`config.mk`:
```
export PLATFORM = sky130hd
export DESIGN_NAME = st2bus_pack
export DESIGN_NICKNAME = d
export VERILOG_FILES = /design/src/rtl/st2bus_pkg.sv /design/src/rtl/st2bus_fifo.sv /design/src/rtl/st2bus_pack.sv
export SDC_FILE = /design/constraint.sdc
export NUM_CORES = 2
export LEC_CHECK = 0
export CAP_MARGIN = 20
export CORE_ASPECT_RATIO = 1.75
export CORE_UTILIZATION = 40
export DETAILED_ROUTE_END_ITERATION = 7
export GPL_ROUTABILITY_DRIVEN = 0
export PLACE_DENSITY = 0.68
export REMOVE_ABC_BUFFERS = 1
export SLEW_MARGIN = 20
export SYNTH_ARGS = -nofsm -noshare
export SYNTH_HDL_FRONTEND = slang
export SYNTH_SLANG_ARGS = --single-unit
export TNS_END_PERCENT = 100
```
`constraint.sdc`:
```
create_clock -name clk_bus -period 26.2 [get_ports clk_bus]
set_clock_uncertainty 0.2 [all_clocks]
set_input_delay 6.55 -clock clk_bus [delete_from_list [all_inputs] [get_ports clk_bus]]
set_output_delay 6.55 -clock clk_bus [all_outputs]
set_load 0.01 [all_outputs]
```
`src/rtl/st2bus_pkg.sv`:
```
// Shared defaults and types for the Avalon-ST to bus-word packer.
package st2bus_pkg;
  localparam int ST_DEF    = 8;
  localparam int BUS_W_DEF = 512;
  localparam int NST_DEF   = BUS_W_DEF / ST_DEF;

  typedef enum logic {
    S_IDLE   = 1'b0,
    S_IN_PKT = 1'b1
  } state_e;

  // FIFO entry at default geometry; the top builds the same shape from its parameters
  typedef struct packed {
    logic [BUS_W_DEF-1:0]          data;
    logic                          last;
    logic [$clog2(NST_DEF+1)-1:0]  nst;
  } entry_t;
endpackage

```
`src/rtl/st2bus_fifo.sv`:
```
// Synchronous FIFO of packed bus words; caller guarantees no push into a full
// FIFO unless a pop happens in the same cycle, and no pop when empty.
module st2bus_fifo
  import st2bus_pkg::*;
#(
  parameter int  DEPTH = 4,
  parameter type T     = entry_t,
  localparam int AW    = (DEPTH > 1) ? $clog2(DEPTH) : 1,
  localparam int CW    = $clog2(DEPTH+1)
)(
  input  logic          clk_i,
  input  logic          rst_ni,
  input  logic          push_i,
  input  T              wdata_i,
  input  logic          pop_i,
  output T              rdata_o,
  output logic [CW-1:0] count_o
);
  T                mem_q [DEPTH];
  logic [AW-1:0]   wptr_q, rptr_q;
  logic [CW-1:0]   cnt_q;

  assign rdata_o = mem_q[rptr_q];
  assign count_o = cnt_q;

  // pointer and occupancy tracking; push+pop together leaves occupancy unchanged
  always_ff @(posedge clk_i or negedge rst_ni) begin
    if (!rst_ni) begin
      wptr_q <= '0;
      rptr_q <= '0;
      cnt_q  <= '0;
    end else begin
      if (push_i) wptr_q <= wptr_q + AW'(1);
      if (pop_i)  rptr_q <= rptr_q + AW'(1);
      if (push_i && !pop_i)      cnt_q <= cnt_q + CW'(1);
      else if (pop_i && !push_i) cnt_q <= cnt_q - CW'(1);
    end
  end

  // storage needs no reset: nothing is read before it is written
  always_ff @(posedge clk_i) begin
    if (push_i) mem_q[wptr_q] <= wdata_i;
  end
endmodule

```
`src/rtl/st2bus_pack.sv`:
```
// Packs Avalon-ST symbols LSB-first into wide bus words, buffers them in a
// small FIFO and presents them through a registered output stage.
module st2bus_pack
  import st2bus_pkg::*;
#(
  parameter int  ST    = ST_DEF,
  parameter int  BUS_W = BUS_W_DEF,
  parameter int  DEPTH = 4,
  localparam int NST   = BUS_W / ST,
  localparam int NSTW  = $clog2(NST+1),
  localparam int CW    = $clog2(DEPTH+1)
)(
  input  logic             clk_bus,
  input  logic             rst_n,
  input  logic [ST-1:0]    st_data,
  input  logic             st_valid,
  input  logic             st_sop,
  input  logic             st_eop,
  output logic             st_ready,
  input  logic             bus_ready,
  output logic [BUS_W-1:0] bus_data,
  output logic             bus_en,
  output logic             bus_last,
  output logic [NSTW-1:0]  bus_nst,
  output logic             pkt_err,
  output logic [15:0]      drop_cnt
);
  typedef struct packed {
    logic [BUS_W-1:0] data;
    logic             last;
    logic [NSTW-1:0]  nst;
  } word_t;

  state_e           state_q, state_d;
  logic [NSTW-1:0]  lane_q, lane_d;
  logic [BUS_W-1:0] asm_q, asm_d;
  logic             flush_q, flush_d;   // asm holds a finished word waiting for the write port
  logic             flast_q, flast_d;
  logic             st_ready_q, st_ready_d;
  logic             pkt_err_q, err_d;
  logic [15:0]      drop_q, drop_d;
  logic             bus_en_q, bus_last_q;
  logic [BUS_W-1:0] bus_data_q;
  logic [NSTW-1:0]  bus_nst_q;

  logic             acc, push, pop;
  word_t            push_w, head;
  logic [CW-1:0]    fifo_cnt;
  logic [BUS_W-1:0] word;
  logic [NSTW-1:0]  pos;
  int               cnt_nxt;

  assign acc = st_valid & st_ready_q;
  assign pop = bus_ready & (fifo_cnt != '0);

  st2bus_fifo #(.DEPTH(DEPTH), .T(word_t)) u_fifo (
    .clk_i   (clk_bus),
    .rst_ni  (rst_n),
    .push_i  (push),
    .wdata_i (push_w),
    .pop_i   (pop),
    .rdata_o (head),
    .count_o (fifo_cnt)
  );

  // packer: place accepted symbol, decide commits, track packet state and errors
  always_comb begin
    state_d = state_q;
    lane_d  = lane_q;
    asm_d   = asm_q;
    flush_d = flush_q;
    flast_d = flast_q;
    err_d   = 1'b0;
    drop_d  = drop_q;
    push    = 1'b0;
    push_w  = '0;
    word    = '0;
    pos     = '0;
    if (flush_q) begin
      if (fifo_cnt < CW'(DEPTH) || pop) begin
        push        = 1'b1;
        push_w.data = asm_q;
        push_w.last = flast_q;
        push_w.nst  = lane_q;
        asm_d       = '0;
        lane_d      = '0;
        flush_d     = 1'b0;
      end
    end else if (acc) begin
      if (!st_sop && state_q == S_IDLE) begin
        if (drop_q != 16'hFFFF) drop_d = drop_q + 16'd1;
      end else begin
        if (st_sop) begin
          // restart at lane 0; a sop inside a packet closes the pending partial word
          if (state_q == S_IN_PKT) begin
            err_d = 1'b1;
            if (lane_q != '0) begin
              push        = 1'b1;
              push_w.data = asm_q;
              push_w.last = 1'b1;
              push_w.nst  = lane_q;
            end
          end
        end else begin
          word = asm_q;
          pos  = lane_q;
        end
        word[int'(pos)*ST +: ST] = st_data;
        state_d = st_eop ? S_IDLE : S_IN_PKT;
        if (st_eop || pos == NSTW'(NST-1)) begin
          if (push) begin
            // write port already taken by the closed partial word: commit next cycle
            asm_d   = word;
            lane_d  = pos + NSTW'(1);
            flast_d = st_eop;
            flush_d = 1'b1;
          end else begin
            push        = 1'b1;
            push_w.data = word;
            push_w.last = st_eop;
            push_w.nst  = pos + NSTW'(1);
            asm_d       = '0;
            lane_d      = '0;
          end
        end else begin
          asm_d  = word;
          lane_d = pos + NSTW'(1);
        end
      end
    end
    cnt_nxt    = int'(fifo_cnt) + int'(push) - int'(pop);
    st_ready_d = (cnt_nxt < DEPTH) && !flush_d;
  end

  // packer state registers; st_ready registered so it has no path from bus_ready
  always_ff @(posedge clk_bus or negedge rst_n) begin
    if (!rst_n) begin
      state_q    <= S_IDLE;
      lane_q     <= '0;
      asm_q      <= '0;
      flush_q    <= 1'b0;
      flast_q    <= 1'b0;
      st_ready_q <= 1'b0;
      pkt_err_q  <= 1'b0;
      drop_q     <= '0;
    end else begin
      state_q    <= state_d;
      lane_q     <= lane_d;
      asm_q      <= asm_d;
      flush_q    <= flush_d;
      flast_q    <= flast_d;
      st_ready_q <= st_ready_d;
      pkt_err_q  <= err_d;
      drop_q     <= drop_d;
    end
  end

  // output stage: pop into registers, bus_en pulses one cycle, payload holds
  always_ff @(posedge clk_bus or negedge rst_n) begin
    if (!rst_n) begin
      bus_en_q   <= 1'b0;
      bus_data_q <= '0;
      bus_last_q <= 1'b0;
      bus_nst_q  <= '0;
    end else begin
      bus_en_q <= pop;
      if (pop) begin
        bus_data_q <= head.data;
        bus_last_q <= head.last;
        bus_nst_q  <= head.nst;
      end
    end
  end

  assign st_ready = st_ready_q;
  assign pkt_err  = pkt_err_q;
  assign drop_cnt = drop_q;
  assign bus_en   = bus_en_q;
  assign bus_data = bus_data_q;
  assign bus_last = bus_last_q;
  assign bus_nst  = bus_nst_q;
endmodule

```
# Word level (Yosys, flattened, before mapping)
# Memories as Yosys holds them, arrays and structs flattened. A register that Yosys moved wholly into a read port is not among the register bits.
# Cells that the tools add are included.
[word_totals] regBits=548 wordCells=111 mem_count=1 mem_bits_rw=2080
[mem_list] name="u_fifo.mem_q" words=4 width=520 read_ports=1 rd_ports_with_merged_regs=1 write_ports=1 line="st2bus_fifo.sv:19" rtl="T mem_q [DEPTH];"
[classes] add_sub_neg=9 n_shift=2 n_eq_ne=4 bitwise_logic=5 muxes=57 order_cmp=2 n_reduce_logical=19
[ops] cell="$mux 512" n=10
[ops] cell="$mux 520" n=9
[ops] cell="$bwmux 512" n=1
[ops] cell="$shift 8x33->512 const A" n=1
[ops] cell="$shiftx 8x33->512" n=1
[ops] cell="$mux 7" n=10
[ops] cell="$neg 10->33" n=1
[ops] cell="$mux 1" n=25
[ops] cell="$add 16x1->16 const B" n=1
[ops] cell="$ne 16x16->1 const B" n=1
[ops] cell="$add 7x1->7 const B" n=1
[ops] cell="$eq 7x6->1 const B" n=1
[ops] cell="$reduce_bool 7->1" n=1
[ops] cell="$mux 3" n=2
[ops] cell="$reduce_and 3->1" n=2
[ops] cell="$logic_not 1->1" n=5
[ops] cell="$lt 5x4->1 const B" n=1
[ops] cell="$reduce_and 5->1" n=1
[ops] cell="$sub 4x1->5" n=1
[ops] cell="$add 2x1->2 const B" n=2
[ops] cell="$add 3x1->4" n=1
[ops] cell="$logic_and 1x1->1" n=4
[ops] cell="$reduce_and 4->1" n=1
[ops] cell="$reduce_bool 2->1" n=2
[ops] cell="9 further kinds" n=13

# Longest topological paths before layout
[depth] word_depth=15 depth_mapped=17

# Cells and area by module
# A second synthesis with hierarchy kept.
[hier_totals] hier_cells=6515 area_unflattened_um2=122855.3
[by_module_without_submodules] module="st2bus_fifo" n_inst=1 area_each_um2=75466.1 cells_each=2748
[by_module_without_submodules] module="st2bus_pack" n_inst=1 area_each_um2=47389.2 cells_each=3767

# Worst setup path after synthesis
# No wires, ideal clock.
[synth_path] path_kind="in2reg" from="in st_sop" to="mem u_fifo.mem_q[0][0] (netlist bit) (enable)" arrival_ns=30.911 slack_ns=-6.392 stages=11 setup_time_ns=1.481 required_time_ns=24.519 path_cell_list="buf_2 > buf_4 > clkbuf_1 > nand2b_1 > inv_1 > ha_1 > and3_1 > a41oi_1 > a21oi_1 > nor2_1 > nor2b_1"
[synth_between] elab_chain_cells=12 word_cells_on_any_way=18 classes_between="eq/ne (1); mux (14); reduce/logical (3)"
[synth_rtl] item="from (decl)" line="st2bus_pack.sv:17" rtl="input logic st_sop,"
[synth_rtl] item="$mux 7" line="st2bus_pack.sv:93" rtl="if (st_sop) begin"
[synth_rtl] item="$mux 7" line="st2bus_pack.sv:90" rtl="if (!st_sop && state_q == S_IDLE) begin"
[synth_rtl] item="$mux 7" line="st2bus_pack.sv:89" rtl="end else if (acc) begin"
[synth_rtl] item="$mux 7" line="st2bus_pack.sv:79" rtl="if (flush_q) begin"
[synth_rtl] item="$eq 7x6->1" line="st2bus_pack.sv:110" rtl="if (st_eop || pos == NSTW'(NST-1)) begin"
[synth_rtl] item="$logic_or 1x1->1" line="st2bus_pack.sv:110"
[synth_rtl] item="$mux 1" line="st2bus_pack.sv:110"
[synth_rtl] item="$mux 1 (*)" line="st2bus_pack.sv:90"
[synth_rtl] item="$mux 1 (*)" line="st2bus_pack.sv:89"
[synth_rtl] item="$mux 1 (*)" line="st2bus_pack.sv:79"
[synth_rtl] item="$mux 1 (*)" line="st2bus_fifo.sv:42" rtl="if (push_i) mem_q[wptr_q] <= wdata_i;"
[synth_rtl] item="$mux 1 (implied by the code) (*)" line="st2bus_fifo.sv:42"
[synth_rtl] item="to (decl)" line="st2bus_fifo.sv:19"
# Every way passes the cells marked *; elsewhere a longest branch is shown, timed or not. The select of a mux whose other input is x is not followed.

==> impl_summary.md <==
Outcome
The flow ran to the end, and the final reports show no timing, DRC or antenna violations.

Logic synthesis
Of the synthesized area, sequential elements account for 0.726. The async set-reset flop share out of synthesis is 0.339. The number of different library cells used by synthesis comes to 73. The total standard cell area after synthesis is approximately 0.12 mm2. The total number of yosys warnings is 0. The synthesized design contains between 2000 and 2500 enable-type register cells. The post-synthesis register bit count is between 3000 and 4000. In the synthesized netlist, the number of instances is 7487. For this run, the leading register cell type out of synthesis is sky130_fd_sc_hd__edfxtp_1. After synthesis, the mean cell area works out to 16.4 um2.

Routing
The overall via count from detail_route is a little over 70000. The number of detailed-route iterations in the first pass is 6. The violation count after the first detailed-routing iteration is about 7300.

The via count normalized by instance count is 5.73. For this block, the routed nets add up to 354000 um of wire. The detailed-route wire length per cell is around 29 um. The count of nets left with antenna violations once routing finished came out at 0. The post-route DRC violation count is 0.

Timing
The worst slew margin relative to its limit is 0.223. Setup repair after global routing left no endpoint under its margin. The count of endpoints failing setup in the final report is 0. The number of hold violations in the final report was 0. Derived from the worst setup path, the maximum achievable clock frequency is 0.0867 GHz. The final worst hold slack is 0.262 ns.

Subtracting the final worst setup slack from the clock period gives 11.53 ns. In the finished design, the share of the clock period the worst path needs comes to 0.440. The smallest setup slack after layout is around 15 ns.

The number of pins with negative max-slew slack in the final report is 0. At the pin with the least slew margin, the transition time is ~1.2 ns. Setup total negative slack on the finished layout was measured at 0 ns.

Critical path
The worst register-to-register path has a depth of 11. The type of the worst setup path is primary input to flop. The worst setup path is captured at a flop. The maximum fanout along the worst path is 33. The termination of the worst setup path is u_fifo.mem_q[3][250]. At the worst endpoint, the required time is 26.53 ns. STA classifies the critical path startpoint as a primary input. The data arrival time of the worst path is ~12 ns. The worst reg-to-reg setup slack is between 20 and 25 ns. The endpoint of the worst-slack reg-to-reg timing path is u_fifo.mem_q[0][297]. The worst register-to-register path begins at lane_q[0].

The timing startpoint of the critical path is st_sop.

Pwr
Power spread over the standard cell area amounts to 103 mW/mm2. IR analysis of the VDD net gives a maximum drop of a little under 0.09 mV. The post-route total power is around 15 mW.

For this design the static power due to leakage is 53.0 nW.

Floorplan
roughly 550 I/O pins were placed. For this configuration, the core starts out at a cell density of 0.403. The die extent in x is ~420 um. The core footprint is 0.305 mm2. The die covers approximately 0.31 mm2. From bottom edge to top edge, the die measures 735 um. The cell row count is ~270.

Clocking
The clock input transition at the sequential cells of the worst setup and hold paths is 0.07 ns. After clock tree synthesis, the setup repair step added 0 buffers. CTS built an H-tree with a depth of 5. Counting the buffers created by CTS gives between 200 and 300. The count of clock tree sinks is roughly 3100. The number of resized instances in the post-cts repair step is 0.

For the worst-skew pair, the clock arrives at the later sink with an insertion delay of just under 0.9 ns. The clock passes through at most 4 buffers. TritonCTS built the clock tree.

The number of hold buffers added after CTS was 0. The library cell used as clock root buffer is sky130_fd_sc_hd__clkbuf_16.

Placed design
Prior to clock tree synthesis, the placed netlist has a worst setup slack of between 10 and 15 ns. The number of placed instances, taps included, is roughly 12000. During placement, the flow inserted port buffers numbering approximately 550. The total placed instance area is between 0.1 and 0.15 mm2. The HPWL after detailed placement is approximately 230000 um.

Finish
The final standard cell area without fillers is 0.143 mm2. The post-route core utilization is 0.468. The library cells used most frequently in the layout, excluding fill and tap cells, are 2080 x sky130_fd_sc_hd__edfxtp_1, 1810 x sky130_fd_sc_hd__nand2_1, 1066 x sky130_fd_sc_hd__dfrtp_1, 820 x sky130_fd_sc_hd__o2bb2ai_1, 542 x sky130_fd_sc_hd__clkdlybuf4s50_1.

The total number of nets in the final design is 8073. The number of fill cells is around 26000. Relative to the synthesized area, the layout overhead comes to 16.3%. The share of post-route cells with drive strength above 1 is 0.157. The commonest non-fill, non-tap cell in the layout is sky130_fd_sc_hd__edfxtp_1. For this run, the number of standard cells in the final layout without fillers is 12345.

Global routing
The total global-route track usage is 0.226. The leftover overflow at the end of global routing is 0. The first global-routing pass estimated 512000 um of wire.

The initial antenna violation count came to 12. The largest net degree at the start of global routing is 168. The via count of the first global-routing pass was between 70000 and 80000.

Job
The tool flagged a number of max-cap violations equal to 0.

Worst hold path
The class of the tightest hold or removal check is flop to flop.
==> how the worst min path moves through the flow <==
| stage | end | slack (ns) | start | cells after the start |
|---|---|---|---|---|
| after CTS | flast_q | 0.26 | flast_q | 1 |
| final | flast_q | 0.26 | flast_q | 1 |
| after floorplan | flast_q | 0.23 | flast_q | 1 |
| after global routing | flast_q | 0.28 | flast_q | 1 |
| after detailed placement | flast_q | 0.24 | flast_q | 1 |
| after global placement | flast_q | 0.24 | flast_q | 1 |
==> routing by layer <==
layer	global-route usage	vias to the layer above	part of all wire
met3	0.0501	796	0.076
met5	0	-	0.00012
li1	-	30004	-
met1	0.276	36731	0.37
met2	0.375	3167	0.49
met4	0.118	6	0.058
==> cell usage after synthesis, types with 12 or more instances <==
cell type,instances,area [um2]
sky130_fd_sc_hd__clkbuf_1,229,860
sky130_fd_sc_hd__buf_1,83,312
sky130_fd_sc_hd__o21ai_2,73,639
sky130_fd_sc_hd__nor3_4,21,342
sky130_fd_sc_hd__mux4_2,520,11700
sky130_fd_sc_hd__o2bb2ai_1,820,7180
sky130_fd_sc_hd__o21ai_0,16,80.1
sky130_fd_sc_hd__and3_1,29,181
sky130_fd_sc_hd__nand3_1,56,280
sky130_fd_sc_hd__nor4_4,15,319
sky130_fd_sc_hd__nor3_1,16,80.1
sky130_fd_sc_hd__inv_1,18,67.6
sky130_fd_sc_hd__a21oi_1,12,60.1
sky130_fd_sc_hd__buf_2,71,355
sky130_fd_sc_hd__a22o_1,209,1830
sky130_fd_sc_hd__dfrtp_1,1068,26700
sky130_fd_sc_hd__xnor2_1,15,131
sky130_fd_sc_hd__and2_1,19,119
sky130_fd_sc_hd__nor2_1,67,251
sky130_fd_sc_hd__nor4_2,16,200
sky130_fd_sc_hd__nand4_1,21,131
sky130_fd_sc_hd__nand2_1,1811,6800
sky130_fd_sc_hd__edfxtp_1,2080,62500
sky130_fd_sc_hd__nor2_2,13,81.3
sky130_fd_sc_hd__o21ai_1,58,290
sky130_fd_sc_hd__ha_1,13,163
==> where the power goes <==
part | internal (mW) | leakage (nW) | switching (mW)
registers | 5.85 | 34.7 | 0.372
clock network | 2.53 | 4.84 | 1.92
logic | 1.68 | 13.5 | 2.31
total | 10.1 | 53.0 | 4.61
==> state kept, by name, indices dropped and copies added (netlist names), 2 cells and up <==
register and flops:
lane_q 7, u_fifo.mem_q 2080, asm_q 512, drop_cnt 16, u_fifo.rptr_q 2, bus_nst 7
bus_data 512, u_fifo.wptr_q 2, u_fifo.count_o 3
==> logic make-up (layout without fill, tap and decap cells) <==
family,Yosys count,count (layout),share of synthesized area
simple gates,2140,2140,0.0756
compound gates,1215,1215,0.0844
xor+xnor,24,24,0.00171
mux,525,525,0.0959
flops,3148,3148,0.726
buf+inv,421,1217,0.0145
fa+ha+maj,14,14,0.00149
other cells,0,12,0
==> cell type report <==
| cell class | count | area, um2 | area share |
|---|---|---|---|
| antenna | 12 | 30.0 | 0.000210 |
| clock inverter | 147 | 1770 | 0.0124 |
| timing repair buffer | 667 | 6480 | 0.0454 |
| inverter | 19 | 78.8 | 0.000552 |
| sequential | 3148 | 89200 | 0.625 |
| tap | 4050 | 5070 | 0.0355 |
| clock buffer | 384 | 8200 | 0.0574 |
| multi-input combinational | 3918 | 32000 | 0.224 |
==> critical path, stage by stage <==
cell and delay (ns):
sky130_fd_sc_hd__buf_2 0.63, sky130_fd_sc_hd__and2b_1 0.39, sky130_fd_sc_hd__inv_1 0.18, sky130_fd_sc_hd__ha_1 0.48
sky130_fd_sc_hd__or2_1 0.27, sky130_fd_sc_hd__a21boi_1 0.16, sky130_fd_sc_hd__o21ai_4 0.83, sky130_fd_sc_hd__buf_4 0.76
sky130_fd_sc_hd__nor2_4 0.16, sky130_fd_sc_hd__buf_4 0.40, sky130_fd_sc_hd__nand2_1 0.51, sky130_fd_sc_hd__o2bb2ai_1 0.34
No activity file was read; power rests on OpenSTA's default activity.
